### config.mk
export PLATFORM = sky130hd
export DESIGN_NAME = ps2_keymap_ext
export DESIGN_NICKNAME = d
export VERILOG_FILES = /design/src/rtl/ps2_keymap_ext.sv
export SDC_FILE = /design/constraint.sdc
export NUM_CORES = 1
export LEC_CHECK = 0
export ABC_AREA = 1
export ABC_CLOCK_PERIOD_IN_PS = 9600
export BUFFER_PORTS_ARGS = -buffer_cell sky130_fd_sc_hd__buf_2
export CORE_ASPECT_RATIO = 2
export CORE_MARGIN = 5
export CORE_UTILIZATION = 55
export DETAILED_ROUTE_END_ITERATION = 10
export HOLD_SLACK_MARGIN = 0.03
export PLACE_DENSITY_LB_ADDON = 0.15
export SLEW_MARGIN = 10
export SYNTH_ARGS = -nofsm -noshare
export SYNTH_HDL_FRONTEND = slang
export SYNTH_SLANG_ARGS = --single-unit
### constraint.sdc
create_clock -name Clock -period 9.6 [get_ports Clock]
set_input_delay 0.96 -clock Clock [delete_from_list [all_inputs] [get_ports Clock]]
set_output_delay 0.96 -clock Clock [all_outputs]
set_load 0.02 [all_outputs]
### src/rtl/ps2_keymap_ext.sv
// PS/2 set-2 scan-code parser with plain and E0-extended key maps and an edge-only event stream.
// Define PS2_KEYMAP_EVENT_FIFO_EN to buffer events in a FWFT FIFO; otherwise events are one-cycle pulses.
module ps2_keymap_ext #(
    parameter int unsigned  FIFO_DEPTH = 8,
    localparam int unsigned CW         = $clog2(FIFO_DEPTH) + 1
) (
    input  logic          Clock,
    input  logic          Reset,
    input  logic          PS2scan_ready,
    input  logic [7:0]    PS2scan_code,
    input  logic          Clear,
    output logic [127:0]  KeyMap,
    output logic [127:0]  KeyMapExt,
    output logic          Ev_valid,
    output logic [9:0]    Ev_data,
    input  logic          Ev_pop,
    output logic [CW-1:0] Ev_count,
    output logic          Ev_overflow
);

    typedef enum logic [2:0] {ST_IDLE, ST_E0, ST_F0, ST_E0F0, ST_PAUSE} state_t;

    state_t     state, state_nx;
    logic [2:0] skip, skip_nx;
    logic       key_c, brk_c, ext_c, pause_c, cur_c, push_c;
    logic [6:0] idx_c;
    logic [9:0] ev_data_c;

    always_ff @(posedge Clock or posedge Reset) begin
        if (Reset) begin
            state <= ST_IDLE;
            skip  <= 3'd0;
        end else if (Clear) begin
            state <= ST_IDLE;
            skip  <= 3'd0;
        end else begin
            state <= state_nx;
            skip  <= skip_nx;
        end
    end

    // Prefix tracking; the pause sequence swallows 7 bytes after E1 regardless of content.
    always_comb begin
        state_nx = state;
        skip_nx  = skip;
        key_c    = 1'b0;
        brk_c    = 1'b0;
        ext_c    = 1'b0;
        pause_c  = 1'b0;
        if (PS2scan_ready) begin
            if (state == ST_PAUSE) begin
                if (skip <= 3'd1) begin
                    state_nx = ST_IDLE;
                    skip_nx  = 3'd0;
                    pause_c  = 1'b1;
                end else begin
                    skip_nx = skip - 3'd1;
                end
            end else if (PS2scan_code == 8'hE0) begin
                state_nx = ST_E0;
            end else if (PS2scan_code == 8'hE1) begin
                state_nx = ST_PAUSE;
                skip_nx  = 3'd7;
            end else if (PS2scan_code == 8'hF0) begin
                state_nx = (state == ST_E0) ? ST_E0F0 : ST_F0;
            end else begin
                state_nx = ST_IDLE;
                key_c    = ~PS2scan_code[7];
                brk_c    = (state == ST_F0) || (state == ST_E0F0);
                ext_c    = (state == ST_E0) || (state == ST_E0F0);
            end
        end
    end

    assign idx_c     = PS2scan_code[6:0];
    assign cur_c     = ext_c ? KeyMapExt[idx_c] : KeyMap[idx_c];
    // A make only matters if the key was up, a break only if it was down.
    assign push_c    = (key_c && (brk_c == cur_c)) || pause_c;
    assign ev_data_c = pause_c ? 10'h1E1 : {brk_c, ext_c, PS2scan_code};

    always_ff @(posedge Clock or posedge Reset) begin
        if (Reset) begin
            KeyMap    <= '0;
            KeyMapExt <= '0;
        end else if (Clear) begin
            KeyMap    <= '0;
            KeyMapExt <= '0;
        end else if (key_c) begin
            if (ext_c) KeyMapExt[idx_c] <= ~brk_c;
            else       KeyMap[idx_c]    <= ~brk_c;
        end
    end

`ifdef PS2_KEYMAP_EVENT_FIFO_EN
    localparam int unsigned AW = (FIFO_DEPTH > 1) ? $clog2(FIFO_DEPTH) : 1;

    logic [9:0]    mem [FIFO_DEPTH];
    logic [AW-1:0] wr_ptr, rd_ptr;
    logic [CW-1:0] count;
    logic          overflow;
    logic          pop_c, full_c, wr_c;

    assign pop_c  = Ev_pop && (count != '0);
    assign full_c = (count == CW'(FIFO_DEPTH));
    assign wr_c   = push_c && (!full_c || pop_c);

    always_ff @(posedge Clock) begin
        if (wr_c && !Clear) mem[wr_ptr] <= ev_data_c;
    end

    always_ff @(posedge Clock or posedge Reset) begin
        if (Reset) begin
            wr_ptr   <= '0;
            rd_ptr   <= '0;
            count    <= '0;
            overflow <= 1'b0;
        end else if (Clear) begin
            wr_ptr   <= '0;
            rd_ptr   <= '0;
            count    <= '0;
            overflow <= 1'b0;
        end else begin
            wr_ptr   <= wr_ptr + AW'(wr_c);
            rd_ptr   <= rd_ptr + AW'(pop_c);
            if (wr_c && !pop_c)      count <= count + CW'(1);
            else if (!wr_c && pop_c) count <= count - CW'(1);
            if (push_c && full_c && !pop_c) overflow <= 1'b1;
        end
    end

    assign Ev_valid    = (count != '0);
    assign Ev_data     = Ev_valid ? mem[rd_ptr] : 10'd0;
    assign Ev_count    = count;
    assign Ev_overflow = overflow;
`else
    logic unused_pop;
    assign unused_pop = Ev_pop;

    always_ff @(posedge Clock or posedge Reset) begin
        if (Reset) begin
            Ev_valid <= 1'b0;
            Ev_data  <= 10'd0;
        end else if (Clear) begin
            Ev_valid <= 1'b0;
        end else begin
            Ev_valid <= push_c;
            if (push_c) Ev_data <= ev_data_c;
        end
    end

    assign Ev_count    = '0;
    assign Ev_overflow = 1'b0;
`endif

endmodule

* Word-level counts from Yosys, hierarchy flattened
Cells that the tools add are included.
** Storage, ports and cells
- Bits in registers :: 273
- Input port bits :: 13
- Output and inout bits :: 272
- Word-level logic and storage cells :: 87
** Cells by class
- Add/sub/neg operators :: 1
- Magnitude comparators :: 3
- Equality and inequality tests :: 11
- Mux-type cells :: 49
- Bitwise operators :: 3
- Reduce and logical (&&, ||, !) cells :: 14
** Operator list (count)
- $mux W128 :: 6
- $bwmux W128 :: 2
- $mux W3 :: 12
- $eq A8 B8 Y1 const B :: 3
- $mux W1 :: 24
- $bmux W1 S7 :: 2
- $mux W10 :: 1
- $lt A7 B8 Y1 const B :: 1
- $reduce_and A2 Y1 :: 4
- $demux W1 S7 :: 1
- $ge A7 B1 Y1 const B :: 1
- $eq A3 B2 Y1 const B :: 2
- $reduce_bool A2 Y1 :: 3
- $eq A3 B1 Y1 const B :: 1
- $eq A3 B3 Y1 const B :: 1
- $le A3 B1 Y1 const B :: 1
- $logic_or A1 B1 Y1 :: 3
- $ne A3 B2 Y1 const B :: 1
- $ne A3 B3 Y1 const B :: 1
- $not A1 Y1 :: 3
- $reduce_and A3 Y1 :: 1
- $reduce_bool A3 Y1 :: 1
- $sub A3 B1 Y3 const B :: 1
- $logic_and A1 B1 Y1 :: 2
- other kinds (3) :: 3

* Logic depth before layout (Yosys ltp)
Gate-level depths: netlist of the first run.
- Depth after elaboration :: 12
- Depth in mapped cells :: 22
- Gate-level depth less buffers :: 19

* Least setup slack after synthesis of the first run
OpenSTA, ideal clock, no wires.
- Path type :: input to register
- Start point :: in PS2scan_code[0]
- End point :: reg Ev_data[0]
- Setup time :: 0.117 ns
- Arrival :: 2.612 ns
- Required time :: 9.483 ns
- Setup slack :: 6.871 ns
- Stages :: 20
- Path buffers :: 4
- Cells stage by stage :: buf_2 > inv_2 > buf_4 > buf_2 > nand2_1 > nand3_1 > nand4_1 > nand2_1 > nand2_1 > nor2_1 > nor2_1 > nor2_1 > nand2_1 > nand3_1 > nand3_1 > nand2_1 > nand2_1 > buf_4 > nand2_1 > nand2_1
** On the way
- Longest elaborated chain between the ends :: 11
- Elaborated cells on any way between the ends :: 28
- Those cells by class :: 4 x eq/ne; 21 x mux; 3 x reduce/logical
** Ends and longest elaborated chain
- from (decl) :: RTL line 10 : input logic [7:0] PS2scan_code,
- $eq A8 B8 Y1 :: RTL line 64 : end else if (PS2scan_code == 8'hF0) begin
- $mux W1 :: RTL line 64
- $mux W1 :: RTL line 61 : end else if (PS2scan_code == 8'hE1) begin
- $mux W1 :: RTL line 59 : end else if (PS2scan_code == 8'hE0) begin
- $mux W1 :: RTL line 51 : if (state == ST_PAUSE) begin
- $mux W1 :: RTL line 50 : if (PS2scan_ready) begin
- $mux W1 :: RTL line 76 : assign cur_c = ext_c ? KeyMapExt[idx_c] : KeyMap[idx_c];
- $eq A1 B1 Y1 :: RTL line 78 : assign push_c = (key_c && (brk_c == cur_c)) || pause_c;
- $logic_and A1 B1 Y1 :: RTL line 78
- $logic_or A1 B1 Y1 :: RTL line 78
- $reduce_and A2 Y1 (no source line)
- to (signal assigned) :: RTL line 147 : if (push_c) Ev_data <= ev_data_c;
- to (decl) :: RTL line 15 : output logic [9:0] Ev_data,
Parallel ways exist; a longest one is shown, timed or not. The select of a mux whose other input is x is not followed.
A chain may end at the register's enable or synchronous reset.

* Final worst setup path of the first run
- Start point :: in PS2scan_code[0]
- End point :: reg KeyMapExt[24]
** On the way
- Longest elaborated chain between the ends :: 11
- Elaborated cells on any way between the ends :: 31
- Those cells by class :: 2 x order compare; 3 x eq/ne; 21 x mux; 1 x bitwise; 4 x reduce/logical
** Ends and longest elaborated chain
- parallel branches: the longest is 11 deep, another holds $lt A7 B8 Y1
- to (signal, indexed assignment) :: RTL line 89 : if (ext_c) KeyMapExt[idx_c] <= ~brk_c;
- to (decl) :: RTL line 13 : output logic [127:0] KeyMapExt,
Several ways; the timed one is not identified. The select of a mux whose other input is x is not followed.

==> insert_results.sql, run 1 <==
INSERT INTO impl_metrics (metric_group, metric, value, unit) VALUES
('finish', 'drive_above_1_share', '0.164', ''),
('run_status', 'status', 'finished, final reports clean', ''),
('finish', 'layout.cells.most_common_list', 'nand2_1 (884), buf_2 (277), dfrtp_1 (273)', ''),
('cts', 'numClockSinks', '273', ''),
('placed_design', 'port-buffer-count', '278', ''),
('pwr', 'vdd_ir_drop_max', '0.163', 'mV'),
('timing', 'clock-skew-final', '0.0257', 'ns'),
('global_route', 'grt_remaining_overflow', '0', ''),
('timing', 'setup_violations', '0', ''),
('placed_design', 'globalplace.congestion', '0.941', ''),
('timing', 'totalNegativeSetupSlack', '0', 'ns'),
('setup_path', 'critical_path_buf_inv_count', '4', ''),
('finish', 'areaGrowthSynthToFinish', '14.3', '%'),
('timing', 'setup_repair_after_global_routing_missed_its_margin', 'no', ''),
('synth', 'postSynthRegisterBits', '273', ''),
('synth', 'synthCells', '2145', ''),
('job', 'cap_viol_max_count', '0', ''),
('pwr', 'post-layout-total-power', '2.65', 'mW'),
('pwr', 'power_density', '153', 'nW/um2'),
('setup_path', 'timing.critical_path.from_type', 'input port', ''),
('setup_path', 'cp_data_required_time', '10.07', 'ns'),
('timing', 'final_hold_violation_count', '0', ''),
('drt', 'drtIter0Drc', '1871', ''),
('placed_design', 'place.detailed.hpwl', '35800', 'um'),
('pwr', 'p_comb_frac', '0.134', ''),
('synth', 'syn-cell-area', '15100', 'um2'),
('setup_path', 'timing.critical_path.slowest_cell_delay', '1.03', 'ns'),
('cts', 'clock_latency_on_the_worst_skew_pair', '0.58', 'ns'),
('global_route', 'global_route_wire_length_before_repair', '89600', 'um'),
('pwr', 'p_sw_frac', '0.292', ''),
('synth', 'yosysSeqAreaShare', '0.452', ''),
('cts', 'path_clk_slew', '0.07', 'ns'),
('hold_path', 'worstHoldPathType', 'register to register', ''),
('synth', 'yosysTopAreaCellShare', '0.452', ''),
('synth', 'yosys_warnings', '0', ''),
('pwr', 'switching_power', '0.774', 'mW'),
('floorplan', 'full_die_area', '31100', 'um2'),
('cts', 'post_cts_hold_buffer_count', '0', ''),
('floorplan', 'core_region_area', '27300', 'um2'),
('cts', 'cts_inserted_buffers', '26', ''),
('timing', 'timing_worst_slew_pin_value', '1.21', 'ns'),
('cts', 'cts-root-to-sink-buffers', '3', ''),
('synth', 'synth_area_leader_cell', 'dfrtp_1', ''),
('drt', 'viasPerCell', '6.12', ''),
('finish', 'register_area', '6830', 'um2'),
('pwr', 'pwr-share-clk', '0.419', ''),
('timing', 'report.final.slew_viol_count', '0', ''),
('global_route', 'via_count_of_the_first_global_routing_pass', '15517', ''),
('cts', 'clock_tree_from_tritoncts', 'built', ''),
('finish', 'n_antenna_cell', '0', ''),
('setup_path', 'path_delay_family', 'buffers and inverters', ''),
('finish', 'leading_cell_type_in_the_layout_fill_and_taps_excluded', 'nand2_1', ''),
('synth', 'netlist_top_cells_area', 'dfrtp_1 (45%), nand2_1 (22%), nand3_1 (8.2%)', ''),
('setup_path', 'critPathKind', 'input port to register', ''),
('setup_path', 'slowest_stage', 'clkinv_2', ''),
('floorplan', 'top_ports', '285', ''),
('cts', 'cts_setup_buffers', '0', ''),
('setup_path', 'endpoint_kind_of_the_worst_setup_timing_path', 'register', ''),
('timing', 'ratio_of_final_minimum_period_to_clock_period', '0.589', ''),
('cts', 'cts-root-buf', 'clkbuf_16', ''),
('synth', 'yosys.cell_types.count', '28', ''),
('drt', 'vias', '16496', ''),
('global_route', 'grt_usage', '0.368', ''),
('pwr', 'sequential_power_share', '0.447', ''),
('floorplan', 'die-width', '127', 'um'),
('timing', 'period_needed', '5.66', 'ns'),
('pwr', 'power.static_leakage', '8.36', 'nW'),
('timing', 'upper_clock_frequency_limit', '177', 'MHz'),
('finish', 'filler_cell_count', '2593', ''),
('synth', 'avgSynthCellArea', '7.05', 'um2'),
('floorplan', 'fp-row-count', '86', '');
cells in the mapped netlist (all sizes together):
cell type and count:
nand2 892, o21ai 381, dfrtp 273, nand3 250
buf 103, nor2 74, inv 62, clkbuf 47
nand4 41, a21oi 6, o22ai 4, clkinv 2
ha 2, nor3 2, o211ai 2, conb 1
nor4 1, o41ai 1, xnor2 1
through the flow:
stage               std cells  setup slack, ns  utilization  cell area [um2]  hold WS, ns
floorplan                2149             1.12            -            15100        0.485
CTS                      2696             4.10        0.633            17300        0.469
finish                   2696             3.94        0.633            17300        0.468
global placement         2648             3.61        0.599            16400        0.452
global route             2696             3.73        0.633            17300        0.508
detailed placement       2648             3.55        0.599            16400        0.453
cell families after synthesis:
kind of cell,share of synthesized area
compound gates,0.131
xor+xnor,0.000579
fa+ha+maj,0.00165
buf+inv,0.0682
flops,0.452
other cells,0.000248
simple gates,0.346
cell type report:
cell class                      count  area share
Clock buffer                       37      0.0459
Clock inverter                     11     0.00659
Multi-Input combinational cell   1662       0.422
Timing Repair Buffer              297      0.0896
Tap cell                          352      0.0255
Sequential cell                   273       0.395
Inverter                           64      0.0149
worst register-to-register path, cell delays in order (launching register included):
cell and delay (ns):
dfrtp_1 0.42, inv_1 0.11, nor3_1 0.10, nor3_1 0.33, nand2_1 0.30, nand2_4 0.74, clkinv_2 1.11, buf_4 0.70
o21ai_0 0.33
registers in the layout (all words and copies together) (netlist names):
register   count
KeyMapExt    128
KeyMap       128
Ev_data       10
skip           3
state          3
Ev_valid       1
routing by layer:
metal | part of all wire | vias up | global-route usage
met4 | 0.076 | 0 | 0.241
met3 | 0.11 | 279 | 0.0717
met1 | 0.36 | 7701 | 0.472
li1 | - | 7399 | -
met2 | 0.45 | 1117 | 0.562
met5 | 0 | - | 0
final timing paths:
| kind | to | from | cells after the start | slack [ns] |
|---|---|---|---|---|
| max | KeyMapExt[24] | PS2scan_code[0] | 12 | 3.94 |
| min in group asynchronous | KeyMapExt[65] | Reset | 2 | 0.53 |
| min | Ev_data[1] | Ev_data[1] | 2 | 0.47 |
| max in group asynchronous | KeyMapExt[7] | Reset | 3 | 7.72 |
| max reg2reg | KeyMapExt[24] | state[2] | 8 | 5.37 |
| min reg2reg | Ev_data[1] | Ev_data[1] | 2 | 0.47 |
power groups by stage:
stage                     Sequential, mW  Combinational, mW  Clock [mW]
final                               1.18              0.354        1.11
after global routing                1.19              0.381        1.15
after global placement              1.20              0.344           0
after CTS                           1.18              0.347        1.11
after floorplan                     1.23              0.214           0
after detailed placement            1.20              0.346           0
No activity file was read; power rests on OpenSTA's default activity.
==> run 2, diff against run 1 <==
- ABC_CLOCK_PERIOD_IN_PS: 9600 -> 5400
- clock period: 9.6 -> 5.4 ns (I/O delays scaled with it)
==> run 2 against run 1 <==
Effect of this change:
- die area unchanged
- flip-flop and latch count is the same
- non-clock buffer count is 10 higher
- clock-buffer cell count is 1 lower
==> insert_results.sql, run 2 (synthesized netlist as in run 1, its figures left out) <==
INSERT INTO impl_metrics (metric_group, metric, value, unit) VALUES
('run_status', 'status', 'finished, final reports clean', ''),
('setup_path', 'cp_data_required_time', '5.87', 'ns'),
('finish', 'final_design_area_no_fill', '17300', 'um2'),
('placed_design', 'placedCellCount', '2658', ''),
('setup_path', 'slowest_stage', 'buf_4', ''),
('timing', 'report.final.slew_viol_count', '0', ''),
('placed_design', 'place.detailed.hpwl', '36400', 'um'),
('cts', 'post_cts_resized', '0', ''),
('finish', 'design.final.nets', '2348', ''),
('drt', 'postRouteWirelength', '58300', 'um'),
('floorplan', 'core_region_area', '27300', 'um2'),
('timing', 'setup_violations', '0', ''),
('finish', 'filler_cell_count', '2645', ''),
('global_route', 'global_route_wire_length_before_repair', '88900', 'um'),
('global_route', 'grt_remaining_overflow', '0', ''),
('pwr', 'power.static_leakage', '8.38', 'nW'),
('pwr', 'vdd_ir_drop_max', '0.223', 'mV'),
('floorplan', 'die_height', '245', 'um'),
('drt', 'viasPerCell', '6.07', ''),
('finish', 'areaGrowthSynthToFinish', '14.6', '%'),
('job', 'cap_viol_max_count', '0', ''),
('setup_path', 'endpoint_kind_of_the_worst_setup_timing_path', 'register', ''),
('cts', 'cts-root-buf', 'clkbuf_16', ''),
('global_route', 'grt_start_max_net_pins', '185', ''),
('setup_path', 'crit_path_max_fanout', '47', ''),
('drt', 'detail_route.wl_per_cell', '21.6', 'um'),
('placed_design', 'port-buffer-count', '278', ''),
('drt', 'drtPass1Iterations', '6', ''),
('finish', 'final_cells', '2704', ''),
('finish', 'leading_cell_type_in_the_layout_fill_and_taps_excluded', 'nand2_1', ''),
('setup_path', 'timing.rr.start', 'KeyMapExt[66]', ''),
('floorplan', 'initial_core_util', '0.553', ''),
('timing', 'timing.slew.headroom', '0.235', ''),
('setup_path', 'crit_arrival', '3.95', 'ns'),
('setup_path', 'timing.critical_path.cells', 'buf_2, nor2_4, buf_4, nand2_1, nor2_2, nand2_2, nand3_2, nor4_4, inv_2, nand2_1, clkinv_2, buf_4, nand3_1, o21ai_1', ''),
('placed_design', 'post_dp_cell_area', '16500', 'um2'),
('global_route', 'antenna_found_initial', '1', ''),
('placed_design', 'globalplace.congestion', '0.938', ''),
('cts', 'cts_setup_buffers', '0', ''),
('cts', 'clock_tree.htree_level_count', '1', ''),
('timing', 'totalNegativeSetupSlack', '0', 'ns'),
('timing', 'timing_worst_slew_pin_value', '1.15', 'ns'),
('finish', 'drive_above_1_share', '0.165', ''),
('cts', 'path_clk_slew', '0.07', 'ns'),
('drt', 'detail_route.drc_violations', '0', ''),
('timing', 'period_needed', '3.48', 'ns'),
('finish', 'layout.cells.most_common_list', 'nand2_1 (884), buf_2 (277), dfrtp_1 (273)', ''),
('cts', 'post_cts_hold_buffer_count', '0', ''),
('setup_path', 'timing.critical_path.from_type', 'input port', ''),
('setup_path', 'path_delay_family', 'buffers and inverters', ''),
('setup_path', 'critPathKind', 'input port to register', ''),
('drt', 'vias', '16425', ''),
('pwr', 'post-layout-total-power', '4.60', 'mW'),
('cts', 'clock_latency_on_the_worst_skew_pair', '0.55', 'ns'),
('cts', 'numClockSinks', '273', ''),
('timing', 'clock-skew-final', '0.00913', 'ns'),
('floorplan', 'die-width', '127', 'um'),
('cts', 'cts_inserted_buffers', '25', ''),
('cts', 'clock_tree_from_tritoncts', 'built', ''),
('setup_path', 'critical_path_buf_inv_count', '5', ''),
('floorplan', 'top_ports', '285', ''),
('timing', 'upper_clock_frequency_limit', '287', 'MHz'),
('timing', 'ratio_of_final_minimum_period_to_clock_period', '0.645', ''),
('finish', 'reg.largest.list', 'KeyMapExt: 128 flops, KeyMap: 128 flops, Ev_data: 10 flops', ''),
('setup_path', 'timing.critical_path.slowest_cell_delay', '0.55', 'ns'),
('pwr', 'power_density', '265', 'nW/um2'),
('drt', 'final_antenna_net_count', '0', ''),
('timing', 'setup_repair_after_global_routing_missed_its_margin', 'no', ''),
('drt', 'drtIter0Drc', '2141', ''),
('cts', 'cts-root-to-sink-buffers', '3', ''),
('hold_path', 'worstHoldPathType', 'input port to asynchronous set/reset pin', ''),
('global_route', 'grt_usage', '0.365', ''),
('setup_path', 'worstSetupStartpoint', 'PS2scan_code[1]', ''),
('timing', 'final_hold_violation_count', '0', ''),
('floorplan', 'fp-row-count', '86', ''),
('floorplan', 'full_die_area', '31100', 'um2'),
('finish', 'final_core_util', '0.634', ''),
('global_route', 'via_count_of_the_first_global_routing_pass', '15361', '');
[run 2: changes by cell type in the layout (fill, tap and decap cells not counted), sizes merged]
cell,before,now
diode,0,1
buf,297,307
inv,62,59
clkbuf,37,36
clkinvlp,2,1
clkinv,9,11
[run 2: report_power, final]
| group | total (mW) | leakage, nW | internal, mW | switching, mW |
|---|---|---|---|---|
| Clock | 1.85 | 0.413 | 1.03 | 0.822 |
| Combinational | 0.639 | 4.18 | 0.141 | 0.498 |
| Sequential | 2.10 | 3.79 | 2.08 | 0.0255 |
| Total | 4.60 | 8.38 | 3.25 | 1.35 |
[run 2: per-layer routing]
metal,track usage,vias to the layer above,share of wire
met5,0,-,0
met3,0.0728,274,0.11
met4,0.238,0,0.076
met1,0.467,7657,0.35
met2,0.561,1068,0.46
li1,-,7426,-
[run 2: layout make-up]
| cell class | instances | area [um2] | area share |
|---|---|---|---|
| Clock buffer | 36 | 727 | 0.0419 |
| Inverter | 64 | 253 | 0.0146 |
| Tap cell | 352 | 440 | 0.0254 |
| Clock inverter | 9 | 95.1 | 0.00549 |
| Antenna cell | 1 | 2.50 | 0.000144 |
| Sequential cell | 273 | 6830 | 0.394 |
| Multi-Input combinational cell | 1662 | 7300 | 0.421 |
| Timing Repair Buffer | 307 | 1690 | 0.0973 |
[run 2: worst reg2reg max path, stage by stage (launching register included)]
cell and delay, ns:
dfrtp_1 0.41, nand2_1 0.09, nand3_1 0.13, nand2_1 0.06, nor2_1 0.17, nor2_1 0.09, nor2_1 0.12, nand2_1 0.17
nand2_1 0.10, nand2_1 0.05, nor2_1 0.08, nand2_1 0.08, nand3_1 0.07, nand3_1 0.09, nand2_1 0.29, nand2_1 0.33
nand2_1 0.16, nand2_1 0.06
[run 2: worst paths after layout]
check                                  to  slack (ns)  depth (start not counted)
setup reg to reg               Ev_data[4]        2.75                         17
setup / recovery            KeyMapExt[57]        1.92                         14
min in group Clock               state[1]        0.35                          3
hold reg to reg                Ev_data[0]        0.47                          2
hold / removal              KeyMapExt[65]        0.11                          2
max in group asynchronous  KeyMapExt[123]        3.80                          3
[run 2: metrics by stage]
stage	worst slack [ns]	hold slack, ns
2_1_floorplan	1.25	0.485
3_3_place_gp	1.53	0.454
3_5_place_dp	1.48	0.453
4_1_cts	2.04	0.125
5_1_grt	1.80	0.190
6_report	1.92	0.112
==> run 3, diff against run 2 <==
- ABC_AREA: 1 -> 0
- ABC_CLOCK_PERIOD_IN_PS: 5400 -> 3400
- clock period: 5.4 -> 3.4 ns (I/O delays scaled with it)
==> run 3 against run 2 <==
Effect of this change:
- critical endpoint is now Ev_data[1]
- worst setup slack worse by 1.6 ns
- final cell count fell by 21%
- wire length is 6.4% lower
- via count fell by 13%
- clock-buffer cell count increased by 3
- register-to-register slack worse by 2.3 ns
- synthesized cell count fell by 29%
- global-route usage grew 0.73 points
==> insert_results.sql, run 3 <==
INSERT INTO impl_metrics (metric_group, metric, value, unit) VALUES
('run_status', 'status', 'finished, final reports clean', ''),
('drt', 'vias', '14351', ''),
('cts', 'cts_setup_buffers', '0', ''),
('pwr', 'sequential_power_share', '0.477', ''),
('pwr', 'pwr-share-clk', '0.409', ''),
('global_route', 'grt_usage', '0.373', ''),
('job', 'cap_viol_max_count', '0', ''),
('setup_path', 'slowest_stage', 'nor2_2', ''),
('pwr', 'switching_power', '1.83', 'mW'),
('timing', 'final_hold_violation_count', '0', ''),
('setup_path', 'timing.critical_path.from_type', 'input port', ''),
('setup_path', 'crit_arrival', '3.47', 'ns'),
('finish', 'final_design_area_no_fill', '16800', 'um2'),
('timing', 'ratio_of_final_minimum_period_to_clock_period', '0.898', ''),
('finish', 'layout.cells.most_common_list', 'o21ai_0 (526), buf_2 (276), dfrtp_1 (273)', ''),
('synth', 'yosysSeqAreaShare', '0.487', ''),
('timing', 'timing_worst_slew_pin_value', '0.799', 'ns'),
('timing', 'clock-skew-final', '0.0149', 'ns'),
('cts', 'path_clk_slew', '0.07', 'ns'),
('synth', 'synth_area_leader_cell', 'dfrtp_1', ''),
('cts', 'post_cts_resized', '0', ''),
('pwr', 'p_comb_frac', '0.114', ''),
('drt', 'postRouteWirelength', '54600', 'um'),
('cts', 'cts-root-to-sink-buffers', '3', ''),
('timing', 'report.final.slew_viol_count', '0', ''),
('synth', 'synth-async-reset-ratio', '1.00', ''),
('placed_design', 'placedCellCount', '2089', ''),
('timing', 'timing.slew.headroom', '0.467', ''),
('cts', 'post_cts_hold_buffer_count', '1', ''),
('global_route', 'via_count_of_the_first_global_routing_pass', '14089', ''),
('synth', 'yosys.cell_types.count', '72', ''),
('floorplan', 'initial_core_util', '0.558', ''),
('floorplan', 'fp-row-count', '82', ''),
('placed_design', 'post_dp_cell_area', '16000', 'um2'),
('cts', 'clock_tree_from_tritoncts', 'built', ''),
('timing', 'period_needed', '3.05', 'ns'),
('global_route', 'global_route_wire_length_before_repair', '83600', 'um'),
('synth', 'ys_top_cells_by_count', 'o21ai_0 (526), dfrtp_1 (273), nand2_1 (153)', ''),
('synth', 'avgSynthCellArea', '9.14', 'um2'),
('finish', 'drive_above_1_share', '0.262', ''),
('drt', 'drtIter0Drc', '1944', ''),
('setup_path', 'crit_path_frequent_cell', 'a21oi_1', ''),
('floorplan', 'top_ports', '285', ''),
('finish', 'final_core_util', '0.669', ''),
('placed_design', 'globalplace.congestion', '0.943', ''),
('finish', 'design.final.nets', '1796', ''),
('drt', 'viasPerCell', '6.72', ''),
('setup_path', 'cp_data_required_time', '3.82', 'ns'),
('cts', 'cts-root-buf', 'clkbuf_16', ''),
('placed_design', 'place.detailed.hpwl', '36800', 'um'),
('hold_path', 'holdPathStages', '2', ''),
('pwr', 'power_density', '411', 'nW/um2'),
('synth', 'yosysTopAreaCellShare', '0.487', ''),
('hold_path', 'worstHoldPathType', 'input port to register', ''),
('timing', 'upper_clock_frequency_limit', '328', 'MHz'),
('floorplan', 'die-width', '123', 'um'),
('pwr', 'post-layout-total-power', '6.91', 'mW'),
('finish', 'areaGrowthSynthToFinish', '20.0', '%'),
('timing', 'fin_hold_ws', '0.131', 'ns'),
('synth', 'synthCells', '1533', ''),
('pwr', 'vdd_ir_drop_max', '0.450', 'mV'),
('timing', 'setup_violations', '0', ''),
('floorplan', 'die_height', '236', 'um'),
('placed_design', 'placement.setup.worst_slack', '0.00228', 'ns'),
('synth', 'netlist_top_cells_area', 'dfrtp_1 (49%), o21ai_0 (19%), a21oi_1 (5.2%)', ''),
('finish', 'multi_input_area', '6490', 'um2'),
('cts', 'clock_tree.htree_level_count', '1', ''),
('drt', 'detail_route.wl_per_cell', '25.6', 'um'),
('global_route', 'grt_start_max_net_pins', '137', ''),
('setup_path', 'timing.critical_path.cells', 'buf_2, buf_4, nor2_2, a221o_1, a21oi_1, a2111o_1, a21oi_1, a311oi_1, a31o_4, mux2i_4, mux2_4', ''),
('timing', 'totalNegativeSetupSlack', '0', 'ns'),
('timing', 'fin_ws', '0.348', 'ns'),
('finish', 'reg.largest.list', 'KeyMapExt: 128 flops, KeyMap: 128 flops, Ev_data: 10 flops', ''),
('pwr', 'p_sw_frac', '0.265', ''),
('placed_design', 'port-buffer-count', '278', ''),
('drt', 'detail_route.drc_violations', '0', ''),
('finish', 'leading_cell_type_in_the_layout_fill_and_taps_excluded', 'o21ai_0', ''),
('synth', 'syn-cell-area', '14000', 'um2'),
('synth', 'synth_flop_cell', 'dfrtp_1', ''),
('finish', 'register_area', '6830', 'um2'),
('pwr', 'power.static_leakage', '7.90', 'nW'),
('setup_path', 'crit_path_max_fanout', '11', ''),
('synth', 'postSynthRegisterBits', '273', ''),
('timing', 'setup_repair_after_global_routing_missed_its_margin', 'no', ''),
('global_route', 'antenna_found_initial', '2', ''),
('drt', 'drtPass1Iterations', '9', ''),
('setup_path', 'timing.critical_path.slowest_cell_delay', '0.47', 'ns'),
('drt', 'final_antenna_net_count', '0', ''),
('synth', 'library_cell_with_the_highest_instance_count_after_synthesis', 'o21ai_0', ''),
('synth', 'synth_enable_flop_cells', '0', ''),
('setup_path', 'endpoint_kind_of_the_worst_setup_timing_path', 'register', ''),
('global_route', 'grt_remaining_overflow', '0', ''),
('cts', 'numClockSinks', '273', ''),
('finish', 'filler_cell_count', '2100', ''),
('setup_path', 'ff2ff_path_depth', '9', ''),
('pwr', 'power_report.internal_total', '5.08', 'mW'),
('cts', 'clock_latency_on_the_worst_skew_pair', '0.55', 'ns'),
('setup_path', 'critPathKind', 'input port to register', ''),
('finish', 'final_cells', '2135', ''),
('synth', 'yosys_warnings', '0', ''),
('cts', 'cts_inserted_buffers', '25', ''),
('floorplan', 'full_die_area', '29000', 'um2'),
('floorplan', 'core_region_area', '25100', 'um2');
## run 3: final cells by class
cell class	count	area share
diodes	2	0.000298
clock buffers	39	0.0463
clock inverters	4	0.00156
inverters	9	0.00223
multi-input cells	1104	0.386
flip-flops and latches	273	0.406
well taps	336	0.0250
repair buffers	368	0.132
## run 3: logic make-up after synthesis
logic type	count (synthesis)	share of synthesized area
buf+inv	160	0.0546
mux	73	0.0789
compound gates	769	0.296
flops	273	0.487
fa+ha+maj	2	0.00179
other cells	1	0.000268
simple gates	255	0.0808
## run 3: per-layer routing
layer,track usage,wire [um],vias up,part of all wire
li1,-,-,6108,-
met1,0.457,18300,6941,0.34
met2,0.574,26100,1013,0.48
met3,0.0717,5370,289,0.098
met4,0.278,4790,0,0.088
met5,0,0,-,0
## run 3: power groups by stage
| stage | Combinational (mW) | Sequential [mW] | Clock (mW) |
|---|---|---|---|
| 3_5_place_dp | 0.767 | 3.36 | 0 |
| 6_report | 0.786 | 3.30 | 2.83 |
| 3_3_place_gp | 0.757 | 3.36 | 0 |
| 2_1_floorplan | 0.456 | 3.40 | 0 |
| 5_1_grt | 0.839 | 3.30 | 2.96 |
| 4_1_cts | 0.770 | 3.30 | 2.83 |
## run 3: critical path, delay by kind of cell
family / cells / cell delay [ns]
multiplexers: 2 / 0.76
buffers and inverters: 2 / 0.46
AO/OA/AOI/OAI: 6 / 1.43
AND/OR/NAND/NOR: 1 / 0.47
## run 3: worst paths after layout
kind | from | to | slack (ns)
worst max-delay path | PS2scan_code[0] | Ev_data[1] | 0.35
worst min-delay path | Clear | skip[2] | 0.13
worst max register to register | KeyMap[18] | Ev_data[1] | 0.47
worst min register to register | Ev_data[7] | Ev_data[7] | 0.50
max in group asynchronous | Reset | KeyMapExt[19] | 2.20
min in group asynchronous | Reset | KeyMap[49] | 0.49
